$ cat src/rtl/and_unit_arbiter.sv
// rtl/and_unit_arbiter.sv - round-robin arbiter in front of a two-stage registered AND unit
//
// Purpose: grants at most one of NUM_REQ requesters per cycle (round robin),
// registers the granted operands in stage 1, registers x & y tagged with the
// requester index in stage 2, and counts completed operations.
//
// Ports:
//   clock      rising-edge clock
//   reset      synchronous active-low reset
//   req        per-requester level request
//   x_in/y_in  packed operands, requester i at [i*WIDTH +: WIDTH]
//   hold       blocks new grants; the pipeline keeps draining
//   grant      combinational one-hot (or zero) grant
//   out_valid  one-cycle result strobe
//   out_z      x & y of the owning requester
//   out_id     index of the owning requester
//   op_count   completed operations, saturating at 16'hFFFF
module and_unit_arbiter #(
    parameter int NUM_REQ = 4,
    parameter int WIDTH   = 8,
    parameter int ID_W    = 2
) (
    input  logic                     clock,
    input  logic                     reset,
    input  logic [NUM_REQ-1:0]       req,
    input  logic [NUM_REQ*WIDTH-1:0] x_in,
    input  logic [NUM_REQ*WIDTH-1:0] y_in,
    input  logic                     hold,
    output logic [NUM_REQ-1:0]       grant,
    output logic                     out_valid,
    output logic [WIDTH-1:0]         out_z,
    output logic [ID_W-1:0]          out_id,
    output logic [15:0]              op_count
);

    logic [ID_W-1:0]  ptr_q, ptr_d;
    logic             s1_valid_q, s1_valid_d;
    logic [WIDTH-1:0] s1_x_q, s1_x_d;
    logic [WIDTH-1:0] s1_y_q, s1_y_d;
    logic [ID_W-1:0]  s1_id_q, s1_id_d;
    logic             out_valid_q, out_valid_d;
    logic [WIDTH-1:0] out_z_q, out_z_d;
    logic [ID_W-1:0]  out_id_q, out_id_d;
    logic [15:0]      op_count_q, op_count_d;

    logic [ID_W-1:0]  scan_idx;
    logic [ID_W-1:0]  gnt_idx;
    logic             found;
    logic             transfer;
    logic [WIDTH-1:0] sel_x;
    logic [WIDTH-1:0] sel_y;

    // Scan from ptr+1 upward with wrap; the first requester hit wins.
    // Gating on reset keeps grant low during reset even though it is combinational.
    always_comb begin
        grant    = '0;
        gnt_idx  = '0;
        found    = 1'b0;
        scan_idx = '0;
        if (reset && !hold) begin
            for (int k = 1; k <= NUM_REQ; k++) begin
                scan_idx = ID_W'((int'(ptr_q) + k) % NUM_REQ);
                if (!found && req[scan_idx]) begin
                    found          = 1'b1;
                    grant[scan_idx] = 1'b1;
                    gnt_idx        = scan_idx;
                end
            end
        end
    end

    assign transfer = found;

    // Grant is one-hot, so an OR-style select picks exactly the granted lane.
    always_comb begin
        sel_x = '0;
        sel_y = '0;
        for (int i = 0; i < NUM_REQ; i++) begin
            if (grant[i]) begin
                sel_x = x_in[i*WIDTH +: WIDTH];
                sel_y = y_in[i*WIDTH +: WIDTH];
            end
        end
    end

    always_comb begin
        ptr_d       = transfer ? gnt_idx : ptr_q;
        s1_valid_d  = transfer;
        s1_x_d      = transfer ? sel_x   : s1_x_q;
        s1_y_d      = transfer ? sel_y   : s1_y_q;
        s1_id_d     = transfer ? gnt_idx : s1_id_q;
        out_valid_d = s1_valid_q;
        out_z_d     = s1_valid_q ? (s1_x_q & s1_y_q) : out_z_q;
        out_id_d    = s1_valid_q ? s1_id_q : out_id_q;
        op_count_d  = (s1_valid_q && (op_count_q != 16'hFFFF)) ? op_count_q + 16'd1 : op_count_q;
    end

    always_ff @(posedge clock) begin
        if (!reset) begin
            ptr_q       <= ID_W'(NUM_REQ - 1);
            s1_valid_q  <= 1'b0;
            s1_x_q      <= '0;
            s1_y_q      <= '0;
            s1_id_q     <= '0;
            out_valid_q <= 1'b0;
            out_z_q     <= '0;
            out_id_q    <= '0;
            op_count_q  <= '0;
        end else begin
            ptr_q       <= ptr_d;
            s1_valid_q  <= s1_valid_d;
            s1_x_q      <= s1_x_d;
            s1_y_q      <= s1_y_d;
            s1_id_q     <= s1_id_d;
            out_valid_q <= out_valid_d;
            out_z_q     <= out_z_d;
            out_id_q    <= out_id_d;
            op_count_q  <= op_count_d;
        end
    end

    assign out_valid = out_valid_q;
    assign out_z     = out_z_q;
    assign out_id    = out_id_q;
    assign op_count  = op_count_q;

endmodule

$ cat config.mk
export PLATFORM = sky130hd
export DESIGN_NAME = and_unit_arbiter
export DESIGN_NICKNAME = d
export VERILOG_FILES = /design/src/rtl/and_unit_arbiter.sv
export SDC_FILE = /design/constraint.sdc
export NUM_CORES = 1
export LEC_CHECK = 0
export CORE_MARGIN = 1.5
export CORE_UTILIZATION = 51
export DETAILED_ROUTE_END_ITERATION = 8
export GPL_TIMING_DRIVEN = 0
export PLACE_DENSITY_LB_ADDON = 0.15
export SLEW_MARGIN = 20
export SYNTH_ARGS = -nofsm -noshare
export SYNTH_HDL_FRONTEND = slang
export SYNTH_SLANG_ARGS = --single-unit
$ cat constraint.sdc
create_clock -name clock -period 6.7 [get_ports clock]
set_clock_uncertainty 0.15 [all_clocks]
set_input_delay 1.005 -clock clock [delete_from_list [all_inputs] [get_ports clock]]
set_output_delay 1.005 -clock clock [all_outputs]
set_load 0.1 [all_outputs]
==> tab_implementation.tex, run 1 <==
\begin{tabular}{lr}
\hline
Metric & Value \\
\hline
\multicolumn{2}{l}{\textbf{Clocking}} \\
Cts bufs inserted & 5 \\
Post-CTS Setup Bufs & 0 \\
Sinks on Clock Net & 48 \\
\# H-tree levels & 2 \\
\# hold bufs at CTS & 0 \\
Clock latency on the worst-skew pair & 0.30 ns \\
CTS tree & built \\
Post\_cts resized & 0 \\
Clk buf depth & 2 \\
Root Buffer Master & sky130\_fd\_sc\_hd\_\_clkbuf\_8 \\
Clock input transition at the sequential cells of the worst setup and hold paths & 0.09 ns \\
\multicolumn{2}{l}{\textbf{Synth}} \\
Post-Synthesis Cells & 415 \\
Synthesized flop and latch total & 48 \\
Number of synthesized flops with an enable pin & 0 \\
Yosys warnings & 0 \\
Primary FF master, synth & sky130\_fd\_sc\_hd\_\_dfxtp\_1 \\
Part of the Yosys area used for sequential elements & 29.0\% \\
Leading cell types by count after synthesis & 48 x sky130\_fd\_sc\_hd\_\_dfxtp\_1, 32 x sky130\_fd\_sc\_hd\_\_nand2\_1, 31 x sky130\_fd\_sc\_hd\_\_inv\_1, 30 x sky130\_fd\_sc\_hd\_\_o211ai\_1, 25 x sky130\_fd\_sc\_hd\_\_nor2\_1 \\
Post-synthesis cell area & 3320 um\^{}2 \\
Fraction of registers with async set or reset after synthesis & 0\% \\
Mean post-synth cell area & 7.99 um\^{}2 \\
Post-synthesis cell type with the largest combined area & sky130\_fd\_sc\_hd\_\_dfxtp\_1 \\
Number of library cell types mapped by synthesis & between 50 and 60 \\
Share of the synthesized area in the top cell type & 29.0\% \\
Top post-synthesis cells by area & sky130\_fd\_sc\_hd\_\_dfxtp\_1 29\%, sky130\_fd\_sc\_hd\_\_o211ai\_1 6.8\%, sky130\_fd\_sc\_hd\_\_o221a\_2 5.1\% \\
Syn Nets & roughly 500 \\
Cell with the most instances after synthesis & sky130\_fd\_sc\_hd\_\_dfxtp\_1 \\
\multicolumn{2}{l}{\textbf{Power and ir drop}} \\
Comb power frac & around 53\% \\
Internal Power & between 600 and 700 uW \\
Leakage power summed over all cells & 0.00158 uW \\
Total power divided by cell area & about 250 nW/um\^{}2 \\
Power dissipated by switching net loads & 489 uW \\
Clock network fraction of total power & 15.4\% \\
Sequential share of power & 31.3\% \\
Worst ir drop on vdd & 0.205 mV \\
Sw frac & 43.5\% \\
\multicolumn{2}{l}{\textbf{Layout}} \\
Post-layout net count & around 600 \\
Multi-input gate area & about 2100 um\^{}2 \\
Antenna diodes & 0 \\
Filler cell count in the final layout & between 500 and 600 \\
Register Area & a little under 1000 um\^{}2 \\
Layout overhead on the synthesized area & 36.1\% \\
Summed area of non-filler cells in the final layout & 4510 um\^{}2 \\
Finished Core Util & a little under three quarters \\
Share of layout cells above drive strength 1 & 8.59\% \\
\multicolumn{2}{l}{\textbf{STA}} \\
Sum of negative setup slack & 0 ns \\
Number of max-slew violations in the final report & 0 \\
RSZ-0062 raised after global routing & no \\
Worst slack on hold paths & 0.314 ns \\
\# setup viols final & 0 \\
Final number of hold-violating endpoints & 0 \\
Achievable frequency & 0.162 GHz \\
Worst-case headroom to the max-slew limit & a little over a third \\
Crit path time final & 6.17 ns \\
Transition at the pin with the smallest max-transition slack & 0.977 ns \\
Smallest setup slack after layout & 0.531 ns \\
Final critical-path share of the clock period & 92.1\% \\
\multicolumn{2}{l}{\textbf{Floorplan}} \\
Number of placed I/O pins & $\sim$100 \\
Cell row count & 29 \\
Area of the core & 6310 um\^{}2 \\
Starting Density & between 50 and 60\% \\
Chip Height & 83.6 um \\
Die extent in x & 83.6 um \\
Die outline area & 6990 um\^{}2 \\
\multicolumn{2}{l}{\textbf{Setup path}} \\
Critical setup path kind & flip-flop to primary output \\
Largest delay share family, worst path & buffers and inverters \\
CP max FO & 10 \\
Worst path buffer plus inverter count & 6 \\
Type of destination of the critical path & primary output \\
Slowest Stage Delay on Critical Path & 1.13 ns \\
Crit path launch type & flip-flop \\
Slowest CP cell & sky130\_fd\_sc\_hd\_\_clkdlybuf4s50\_1 \\
List of cells traversed by the critical path & buf\_2 -> inv\_1 -> ha\_1 -> mux4\_2 -> or4b\_1 -> buf\_2 -> nor3\_4 -> nor2\_2 -> clkinv\_4 -> buf\_6 -> clkdlybuf4s50\_1 \\
Critical path data required time & 5.54 ns \\
Crit path arrival time & 5.01 ns \\
R2r setup slk & 2.50 ns \\
Most used cell, CP & sky130\_fd\_sc\_hd\_\_buf\_2 \\
\multicolumn{2}{l}{\textbf{Global routing}} \\
GR Util All Layers & 26.3\% \\
Maximum number of pins on one net before global-route repair & 14 \\
Fraction of met3 tracks used by global routing & between 2 and 3\% \\
Global routing usage on met1 & between 30\% and 40\% \\
Antenna violations before repair & 0 \\
Met2 global-route usage & 45.1\% \\
Congestion Overflow GR & 0 \\
Grt peak-use layer & met2 \\
First-pass GRT wire length & between 15000 and 20000 um \\
Vias in the first global route & 3348 \\
\multicolumn{2}{l}{\textbf{Run status}} \\
Outcome & finished, final reports clean \\
\multicolumn{2}{l}{\textbf{Routing}} \\
Vias per cell & 5.87 \\
Average wire per standard cell & roughly 15 um \\
Vias & between 3000 and 4000 \\
Antenna Violating Nets Remaining & 0 \\
Total wirelength of the detailed-routed design & between 9000 and 10000 um \\
Total DRC errors in the routed layout & 0 \\
Initial DRT Pass Iterations & 4 \\
Initial DRC count & 161 \\
\multicolumn{2}{l}{\textbf{Place}} \\
Post-placement setup slack & 0.803 ns \\
Final HPWL DP & 7320 um \\
Final RePlAce weighted congestion & 0.854 \\
Number of buffer cells added on primary ports & 101 \\
Cell area after placement & around 4400 um\^{}2 \\
\multicolumn{2}{l}{\textbf{Hold path}} \\
Path class of the lowest-slack min-delay path & flip-flop to flip-flop \\
\multicolumn{2}{l}{\textbf{Job}} \\
Max-cap check violation count & 0 \\
\hline
\end{tabular}
==> kinds of logic after synthesis <==
group | count (synthesis) | share of synthesized area (%)
compound gates | 145 | 31.7
simple gates | 126 | 19.7
buf+inv | 64 | 8.19
flops | 48 | 29.0
xor+xnor | 12 | 3.17
mux | 11 | 4.87
fa+ha+maj | 9 | 3.40
==> metrics by stage <==
step           instances  power, uW
6_report             601       1120
5_1_grt              601       1190
4_1_cts              601       1120
3_5_place_dp         593        946
3_3_place_gp         593        928
2_1_floorplan        415        789
==> worst paths after layout <==
kind | start | to | cells after the start
max | ptr_q[0] | grant[2] | 11
min reg2reg | out_z[5] | out_z[5] | 2
min | out_z[5] | out_z[5] | 2
max reg2reg | ptr_q[0] | s1_x_q[4] | 11
==> per-layer routing <==
metal / vias up / part of all wire (%)
met1: 1604 / 45
met4: 0 / 2.3
met5: - / 0
met2: 152 / 47
met3: 21 / 6.1
li1: 1748 / -
==> area by class of cell <==
| type | instances | share of cell area [%] |
|---|---|---|
| clock buffer | 8 | 2.00 |
| sequential | 48 | 21.3 |
| multi-input combinational | 303 | 46.2 |
| tap | 77 | 2.13 |
| inverter | 33 | 2.86 |
| timing repair buffer | 101 | 22.4 |
| buffer | 31 | 3.16 |
==> power by group through the flow <==
stage	clock network [uW]	logic [uW]	registers, uW
after floorplan	0	422	367
after global placement	0	572	357
after detailed placement	0	588	358
after CTS	175	590	352
after global routing	186	652	356
final	173	599	352
==> placed cells by master, fill, tap and decap left out, drive strengths merged, types with 8 or more instances in the layout <==
cell / count
nand2: 32
inv: 31
a31oi: 19
nor3: 8
o21ai: 18
clkdlybuf4s50: 101
o211ai: 30
o21bai: 15
o221a: 15
clkbuf: 27
a211oi: 16
ha: 9
nor2: 26
nor4: 8
dfxtp: 48
nand2b: 17
buf: 12
a21oi: 20
nand3: 17
xnor2: 11
==> worst register-to-register path: cells and delay by family, from the launching register on <==
family | cells | cell delay [ns]
adder cells (fa/ha/maj) | 1 | 0.41
multiplexers | 1 | 0.65
AND/OR/NAND/NOR | 3 | 1.01
flip-flops | 1 | 0.53
buffers and inverters | 4 | 0.90
AO/OA/AOI/OAI | 2 | 0.39
==> registers in the layout, indices dropped and copies added (netlist names) <==
signal       count
out_valid        1
ptr_q            2
out_valid_d      1
op_count        16
out_z            8
s1_y_q           8
s1_x_q           8
out_id           2
s1_id_q          2
Power figures use the tool's default switching activity.
==> run 2: changes to the inputs <==
--- a/config.mk
+++ b/config.mk
@@ -8,6 +8,7 @@
 export CORE_MARGIN = 1.5
 export CORE_UTILIZATION = 51
 export DETAILED_ROUTE_END_ITERATION = 8
+export GPL_ROUTABILITY_DRIVEN = 0
 export GPL_TIMING_DRIVEN = 0
 export PLACE_DENSITY_LB_ADDON = 0.15
 export SLEW_MARGIN = 20
==> tab_implementation.tex, run 2 (same netlist as run 1, synthesis figures left out) <==
\begin{tabular}{lr}
\hline
Metric & Value \\
\hline
\multicolumn{2}{l}{\textbf{Run status}} \\
Outcome & finished, final reports clean (unchanged) \\
\multicolumn{2}{l}{\textbf{Setup path}} \\
Slowest Stage Delay on Critical Path & 1.13 ns (about the same) \\
Crit path launch type & flip-flop (unchanged) \\
Reg-to-reg critical path startpoint & ptr\_q[0] (unchanged) \\
Slowest CP cell & sky130\_fd\_sc\_hd\_\_clkdlybuf4s50\_1 (unchanged) \\
R2r setup slk & 2.55 ns (was 2.50 ns) \\
Endpoint of the worst-slack reg-to-reg timing path & s1\_x\_q[4] (unchanged) \\
Type of destination of the critical path & primary output (unchanged) \\
CP max FO & 10 (unchanged) \\
Most used cell, CP & sky130\_fd\_sc\_hd\_\_buf\_2 (unchanged) \\
Crit path arrival time & 4.99 ns (was 5.01 ns) \\
Critical path data required time & 5.54 ns (about the same) \\
Critical setup path kind & flip-flop to primary output (unchanged) \\
Path depth of the worst reg2reg path & 11 (unchanged) \\
List of cells traversed by the critical path & buf\_2 -> inv\_1 -> ha\_1 -> mux4\_2 -> or4b\_1 -> buf\_2 -> nor3\_4 -> nor2\_2 -> clkinv\_4 -> buf\_6 -> clkdlybuf4s50\_1 (unchanged) \\
\multicolumn{2}{l}{\textbf{STA}} \\
RSZ-0062 raised after global routing & no (unchanged) \\
Worst-case headroom to the max-slew limit & 34.6\% (was 34.7\%) \\
Sum of negative setup slack & 0 ns (unchanged) \\
\# setup viols final & 0 (unchanged) \\
Transition at the pin with the smallest max-transition slack & 0.978 ns (was 0.977 ns) \\
Achievable frequency & 0.163 GHz (was 0.162 GHz) \\
Final critical-path share of the clock period & 91.7\% (was 92.1\%) \\
Number of max-slew violations in the final report & 0 (unchanged) \\
Crit path time final & 6.15 ns (was 6.17 ns) \\
Worst slack on hold paths & 0.321 ns (was 0.314 ns) \\
Final number of hold-violating endpoints & 0 (unchanged) \\
\multicolumn{2}{l}{\textbf{Power and ir drop}} \\
Leakage power summed over all cells & 0.00158 uW (unchanged) \\
Total power divided by cell area & 248 nW/um\^{}2 (was 249 nW/um\^{}2) \\
Sequential share of power & 31.4\% (was 31.3\%) \\
Worst ir drop on vdd & 0.238 mV (was 0.205 mV) \\
Internal Power & 635 uW (about the same) \\
Power dissipated by switching net loads & 486 uW (was 489 uW) \\
Overall power consumption & 1120 uW (about the same) \\
Clock network fraction of total power & 15.3\% (was 15.4\%) \\
Comb power frac & 53.4\% (was 53.3\%) \\
Sw frac & 43.4\% (was 43.5\%) \\
\multicolumn{2}{l}{\textbf{Routing}} \\
Vias per cell & 5.98 (was 5.87) \\
Antenna Violating Nets Remaining & 0 (unchanged) \\
Initial DRC count & 137 (was 161) \\
Total DRC errors in the routed layout & 0 (unchanged) \\
Average wire per standard cell & 15.3 um (about the same) \\
Total wirelength of the detailed-routed design & 9170 um (was 9200 um) \\
Initial DRT Pass Iterations & 4 (unchanged) \\
Vias & 3594 (was 3525) \\
\multicolumn{2}{l}{\textbf{Clocking}} \\
Root Buffer Master & sky130\_fd\_sc\_hd\_\_clkbuf\_8 (unchanged) \\
Clk buf depth & 2 (unchanged) \\
Sinks on Clock Net & 48 (unchanged) \\
Cts bufs inserted & 5 (unchanged) \\
CTS tree & built (unchanged) \\
Clock latency on the worst-skew pair & 0.29 ns (was 0.30 ns) \\
Post-CTS Setup Bufs & 0 (unchanged) \\
Clock input transition at the sequential cells of the worst setup and hold paths & 0.08 ns (was 0.09 ns) \\
\# H-tree levels & 2 (unchanged) \\
\# hold bufs at CTS & 0 (unchanged) \\
Post\_cts resized & 0 (unchanged) \\
\multicolumn{2}{l}{\textbf{Layout}} \\
Summed area of non-filler cells in the final layout & 4510 um\^{}2 (unchanged) \\
Multi-input gate area & 2080 um\^{}2 (unchanged) \\
Antenna diodes & 0 (unchanged) \\
Most common cell after layout, fill and taps aside & sky130\_fd\_sc\_hd\_\_clkdlybuf4s50\_1 (unchanged) \\
Layout overhead on the synthesized area & 36.1\% (unchanged) \\
Register Area & 961 um\^{}2 (unchanged) \\
Flip-flop count of the largest register after layout & 16 (unchanged) \\
Most frequent cells in the layout & 101 x sky130\_fd\_sc\_hd\_\_clkdlybuf4s50\_1, 48 x sky130\_fd\_sc\_hd\_\_dfxtp\_1, 32 x sky130\_fd\_sc\_hd\_\_nand2\_1 (unchanged) \\
Post-layout net count & 603 (unchanged) \\
Finished Core Util & 71.5\% (unchanged) \\
Filler cell count in the final layout & 534 (was 551) \\
Share of layout cells above drive strength 1 & 8.59\% (unchanged) \\
\multicolumn{2}{l}{\textbf{Global routing}} \\
Congestion Overflow GR & 0 (unchanged) \\
First-pass GRT wire length & 15400 um (about the same) \\
GR Util All Layers & 26.1\% (was 26.3\%) \\
Antenna violations before repair & 0 (unchanged) \\
Maximum number of pins on one net before global-route repair & 14 (unchanged) \\
Vias in the first global route & 3356 (was 3348) \\
\multicolumn{2}{l}{\textbf{Place}} \\
Cell area after placement & 4420 um\^{}2 (unchanged) \\
Final HPWL DP & 7340 um (was 7320 um) \\
Number of buffer cells added on primary ports & 101 (unchanged) \\
\multicolumn{2}{l}{\textbf{Floorplan}} \\
Area of the core & 6310 um\^{}2 (unchanged) \\
Chip Height & 83.6 um (unchanged) \\
Die extent in x & 83.6 um (unchanged) \\
Starting Density & 52.5\% (unchanged) \\
Die outline area & 6990 um\^{}2 (unchanged) \\
Cell row count & 29 (unchanged) \\
Number of placed I/O pins & 102 (unchanged) \\
\multicolumn{2}{l}{\textbf{Hold path}} \\
Hold path startpoint & out\_z[3] (was out\_z[5]) \\
Cell count of the worst hold path & 2 (unchanged) \\
Path class of the lowest-slack min-delay path & flip-flop to flip-flop (unchanged) \\
Hold-critical path endpoint & out\_z[3] (was out\_z[5]) \\
\multicolumn{2}{l}{\textbf{Job}} \\
Max-cap check violation count & 0 (unchanged) \\
\hline
\end{tabular}
==> run 2: routing by layer <==
metal	up-vias	wire, um	track usage [%]
li1	1745	-	-
met2	166	4400	44.1
met5	-	0	0
met3	22	455	2.18
met4	0	191	7.75
met1	1661	4120	35.4
==> run 2: power by group through the flow <==
stage	logic, uW	registers [uW]	clock network, uW
3_5_place_dp	587	358	0
4_1_cts	589	352	177
6_report	598	352	171
3_3_place_gp	570	357	0
5_1_grt	653	356	190
2_1_floorplan	422	367	0
==> run 2: critical path: cells and delay by family, from the launching register on <==
family                   cells  cell delay [ns]
AND/OR/NAND/NOR              3             1.01
flip-flops                   1             0.53
adder cells (fa/ha/maj)      1             0.42
buffers and inverters        6             2.08
multiplexers                 1             0.64
==> run 2: how the worst max path moves through the flow <==
| stage | from | to | slack (ns) | depth (start not counted) |
|---|---|---|---|---|
| global route | ptr_q[0] | grant[2] | 0.32 | 11 |
| finish | ptr_q[0] | grant[2] | 0.55 | 11 |
| detailed placement | req[0] | grant[3] | 0.83 | 8 |
| floorplan | ptr_q[0] | grant[1] | 1.65 | 7 |
| CTS | ptr_q[0] | grant[2] | 0.55 | 11 |
| global placement | req[1] | grant[3] | 0.85 | 8 |
==> run 2: stage by stage <==
step	setup slack, ns	std cells
after global placement	0.855	593
final	0.553	601
after floorplan	1.65	415
after global routing	0.316	601
after CTS	0.553	601
after detailed placement	0.832	593
==> run 2: final cells by class <==
class | count | area share, %
Clock buffer | 8 | 2.00
Timing Repair Buffer | 101 | 22.4
Sequential cell | 48 | 21.3
Tap cell | 77 | 2.13
Buffer | 31 | 3.16
Inverter | 33 | 2.86
Multi-Input combinational cell | 303 | 46.2
==> run 3: changes to the inputs <==
--- a/config.mk
+++ b/config.mk
@@ -10,7 +10,7 @@
 export DETAILED_ROUTE_END_ITERATION = 8
 export GPL_ROUTABILITY_DRIVEN = 0
 export GPL_TIMING_DRIVEN = 0
-export PLACE_DENSITY_LB_ADDON = 0.15
+export PLACE_DENSITY_LB_ADDON = 0.05
 export SLEW_MARGIN = 20
 export SYNTH_ARGS = -nofsm -noshare
 export SYNTH_HDL_FRONTEND = slang
==> tab_implementation.tex, run 3 (same netlist as run 1, synthesis figures left out) <==
\begin{tabular}{lr}
\hline
Metric & Value \\
\hline
\multicolumn{2}{l}{\textbf{Clocking}} \\
\# hold bufs at CTS & 0 (unchanged) \\
Cts bufs inserted & 5 (unchanged) \\
Sinks on Clock Net & 48 (unchanged) \\
Root Buffer Master & sky130\_fd\_sc\_hd\_\_clkbuf\_8 (unchanged) \\
Clk buf depth & 2 (unchanged) \\
Post-CTS Setup Bufs & 0 (unchanged) \\
Clock input transition at the sequential cells of the worst setup and hold paths & 0.08 ns (about the same) \\
Post\_cts resized & 0 (unchanged) \\
CTS tree & built (unchanged) \\
\# H-tree levels & 2 (unchanged) \\
Clock latency on the worst-skew pair & 0.30 ns (was 0.29 ns) \\
\multicolumn{2}{l}{\textbf{STA}} \\
Crit path time final & 6.16 ns (was 6.15 ns) \\
Transition at the pin with the smallest max-transition slack & 0.981 ns (was 0.978 ns) \\
Final number of hold-violating endpoints & 0 (unchanged) \\
Number of max-slew violations in the final report & 0 (unchanged) \\
Sum of negative setup slack & 0 ns (unchanged) \\
Final critical-path share of the clock period & 91.9\% (was 91.7\%) \\
\# setup viols final & 0 (unchanged) \\
Worst-case headroom to the max-slew limit & 34.4\% (was 34.6\%) \\
Achievable frequency & 0.162 GHz (was 0.163 GHz) \\
RSZ-0062 raised after global routing & no (unchanged) \\
\multicolumn{2}{l}{\textbf{Global routing}} \\
Congestion Overflow GR & 0 (unchanged) \\
Vias in the first global route & 3236 (was 3356) \\
First-pass GRT wire length & 15400 um (about the same) \\
Antenna violations before repair & 0 (unchanged) \\
GR Util All Layers & 26.4\% (was 26.1\%) \\
Maximum number of pins on one net before global-route repair & 14 (unchanged) \\
\multicolumn{2}{l}{\textbf{Routing}} \\
Initial DRC count & 206 (was 137) \\
Average wire per standard cell & 15.1 um (was 15.3 um) \\
Initial DRT Pass Iterations & 5 (was 4) \\
Vias per cell & 5.79 (was 5.98) \\
Total DRC errors in the routed layout & 0 (unchanged) \\
Total wirelength of the detailed-routed design & 9050 um (was 9170 um) \\
Antenna Violating Nets Remaining & 0 (unchanged) \\
Vias & 3470 (was 3594) \\
\multicolumn{2}{l}{\textbf{Floorplan}} \\
Area of the core & 6310 um\^{}2 (unchanged) \\
Die outline area & 6990 um\^{}2 (unchanged) \\
Starting Density & 52.5\% (unchanged) \\
Die extent in x & 83.6 um (unchanged) \\
Cell row count & 29 (unchanged) \\
Chip Height & 83.6 um (unchanged) \\
Number of placed I/O pins & 102 (unchanged) \\
\multicolumn{2}{l}{\textbf{Power and ir drop}} \\
Clock network fraction of total power & 17.0\% (was 15.3\%) \\
Worst ir drop on vdd & 0.186 mV (was 0.238 mV) \\
Total power divided by cell area & 252 nW/um\^{}2 (was 248 nW/um\^{}2) \\
Sequential share of power & 30.9\% (was 31.4\%) \\
Overall power consumption & 1140 uW (was 1120 uW) \\
Comb power frac & 52.1\% (was 53.4\%) \\
Internal Power & 658 uW (was 635 uW) \\
Power dissipated by switching net loads & 482 uW (was 486 uW) \\
Leakage power summed over all cells & 0.00159 uW (was 0.00158 uW) \\
Sw frac & 42.3\% (was 43.4\%) \\
\multicolumn{2}{l}{\textbf{Run status}} \\
Outcome & finished, final reports clean (unchanged) \\
\multicolumn{2}{l}{\textbf{Layout}} \\
Filler cell count in the final layout & 550 (was 534) \\
Flip-flop count of the largest register after layout & 16 (unchanged) \\
Share of layout cells above drive strength 1 & 8.62\% (was 8.59\%) \\
Layout overhead on the synthesized area & 36.4\% (was 36.1\%) \\
Post-layout net count & 603 (unchanged) \\
Most common cell after layout, fill and taps aside & sky130\_fd\_sc\_hd\_\_clkdlybuf4s50\_1 (unchanged) \\
Antenna diodes & 0 (unchanged) \\
Final Non-Filler Cells & 599 (was 601) \\
Most frequent cells in the layout & 101 x sky130\_fd\_sc\_hd\_\_clkdlybuf4s50\_1, 48 x sky130\_fd\_sc\_hd\_\_dfxtp\_1, 32 x sky130\_fd\_sc\_hd\_\_nand2\_1 (unchanged) \\
\multicolumn{2}{l}{\textbf{Setup path}} \\
Crit path launch type & flip-flop (unchanged) \\
Critical path data required time & 5.54 ns (about the same) \\
Crit path arrival time & 5.00 ns (was 4.99 ns) \\
Critical setup path kind & flip-flop to primary output (unchanged) \\
Type of destination of the critical path & primary output (unchanged) \\
CP max FO & 10 (unchanged) \\
\multicolumn{2}{l}{\textbf{Hold path}} \\
Path class of the lowest-slack min-delay path & flip-flop to flip-flop (unchanged) \\
\multicolumn{2}{l}{\textbf{Place}} \\
Number of buffer cells added on primary ports & 101 (unchanged) \\
Final HPWL DP & 7310 um (was 7340 um) \\
Total placed cells including tap cells & 593 (unchanged) \\
\multicolumn{2}{l}{\textbf{Job}} \\
Max-cap check violation count & 0 (unchanged) \\
\hline
\end{tabular}
==> run 3: cell types whose count changed in the layout (fill, tap and decap cells not counted) <==
cell                        previous run  this run
sky130_fd_sc_hd__bufinv_16             0         1
sky130_fd_sc_hd__clkbuf_8              6         5
sky130_fd_sc_hd__clkbuf_1             21        19
==> run 3: path summary, 6_finish.rpt <==
path                                from   endpoint  slack [ns]  depth (start not counted)
worst min register to register  out_z[4]   out_z[4]        0.31                          2
worst min-delay path            out_z[4]   out_z[4]        0.31                          2
worst max-delay path            ptr_q[0]   grant[2]        0.54                         11
worst max register to register  ptr_q[0]  s1_x_q[4]        2.54                         11
==> run 3: critical path: stages, from the launching register on <==
cell,delay [ns]
sky130_fd_sc_hd__dfxtp_1,0.54
sky130_fd_sc_hd__buf_2,0.32
sky130_fd_sc_hd__inv_1,0.18
sky130_fd_sc_hd__ha_1,0.41
sky130_fd_sc_hd__mux4_2,0.65
sky130_fd_sc_hd__or4b_1,0.57
sky130_fd_sc_hd__buf_2,0.20
sky130_fd_sc_hd__nor3_4,0.27
sky130_fd_sc_hd__nor2_2,0.17
sky130_fd_sc_hd__clkinv_4,0.12
sky130_fd_sc_hd__buf_6,0.13
sky130_fd_sc_hd__clkdlybuf4s50_1,1.13
==> run 3: routing by layer <==
layer / vias up / part of all wire (%) / global-route usage (%)
li1: 1744 / - / -
met1: 1574 / 46 / 36.9
met2: 144 / 48 / 44.0
met3: 8 / 5.6 / 2.67
met4: 0 / 1.1 / 5.96
met5: - / 0 / 0
==> run 3: per-stage QoR <==
step           utilization (%)  worst slack, ns  hold slack [ns]  area, um^2
4_1_cts                   71.6            0.555            0.315        4520
3_5_place_dp              70.1            0.834            0.302        4420
3_3_place_gp              70.1            0.852            0.300        4420
2_1_floorplan                -             1.65            0.292        3320
6_report                  71.6            0.542            0.315        4520
5_1_grt                   71.6            0.324            0.335        4520
==> run 3: area by class of cell <==
class	instances	area (um^2)	share of cell area, %
inverters	33	129	2.85
well taps	77	96.3	2.13
clock buffers	5	68.8	1.52
repair buffers	101	1010	22.4
plain buffers	31	143	3.15
clock inverters	1	30.0	0.664
multi-input cells	303	2080	46.1
flip-flops and latches	48	961	21.3
==> run 3: power groups by stage <==
stage                     clock (uW)  sequential, uW  combinational [uW]
after CTS                        198             351                 587
after global placement             0             356                 573
after floorplan                    0             367                 422
after detailed placement           0             358                 584
after global routing             208             356                 653
final                            194             352                 594
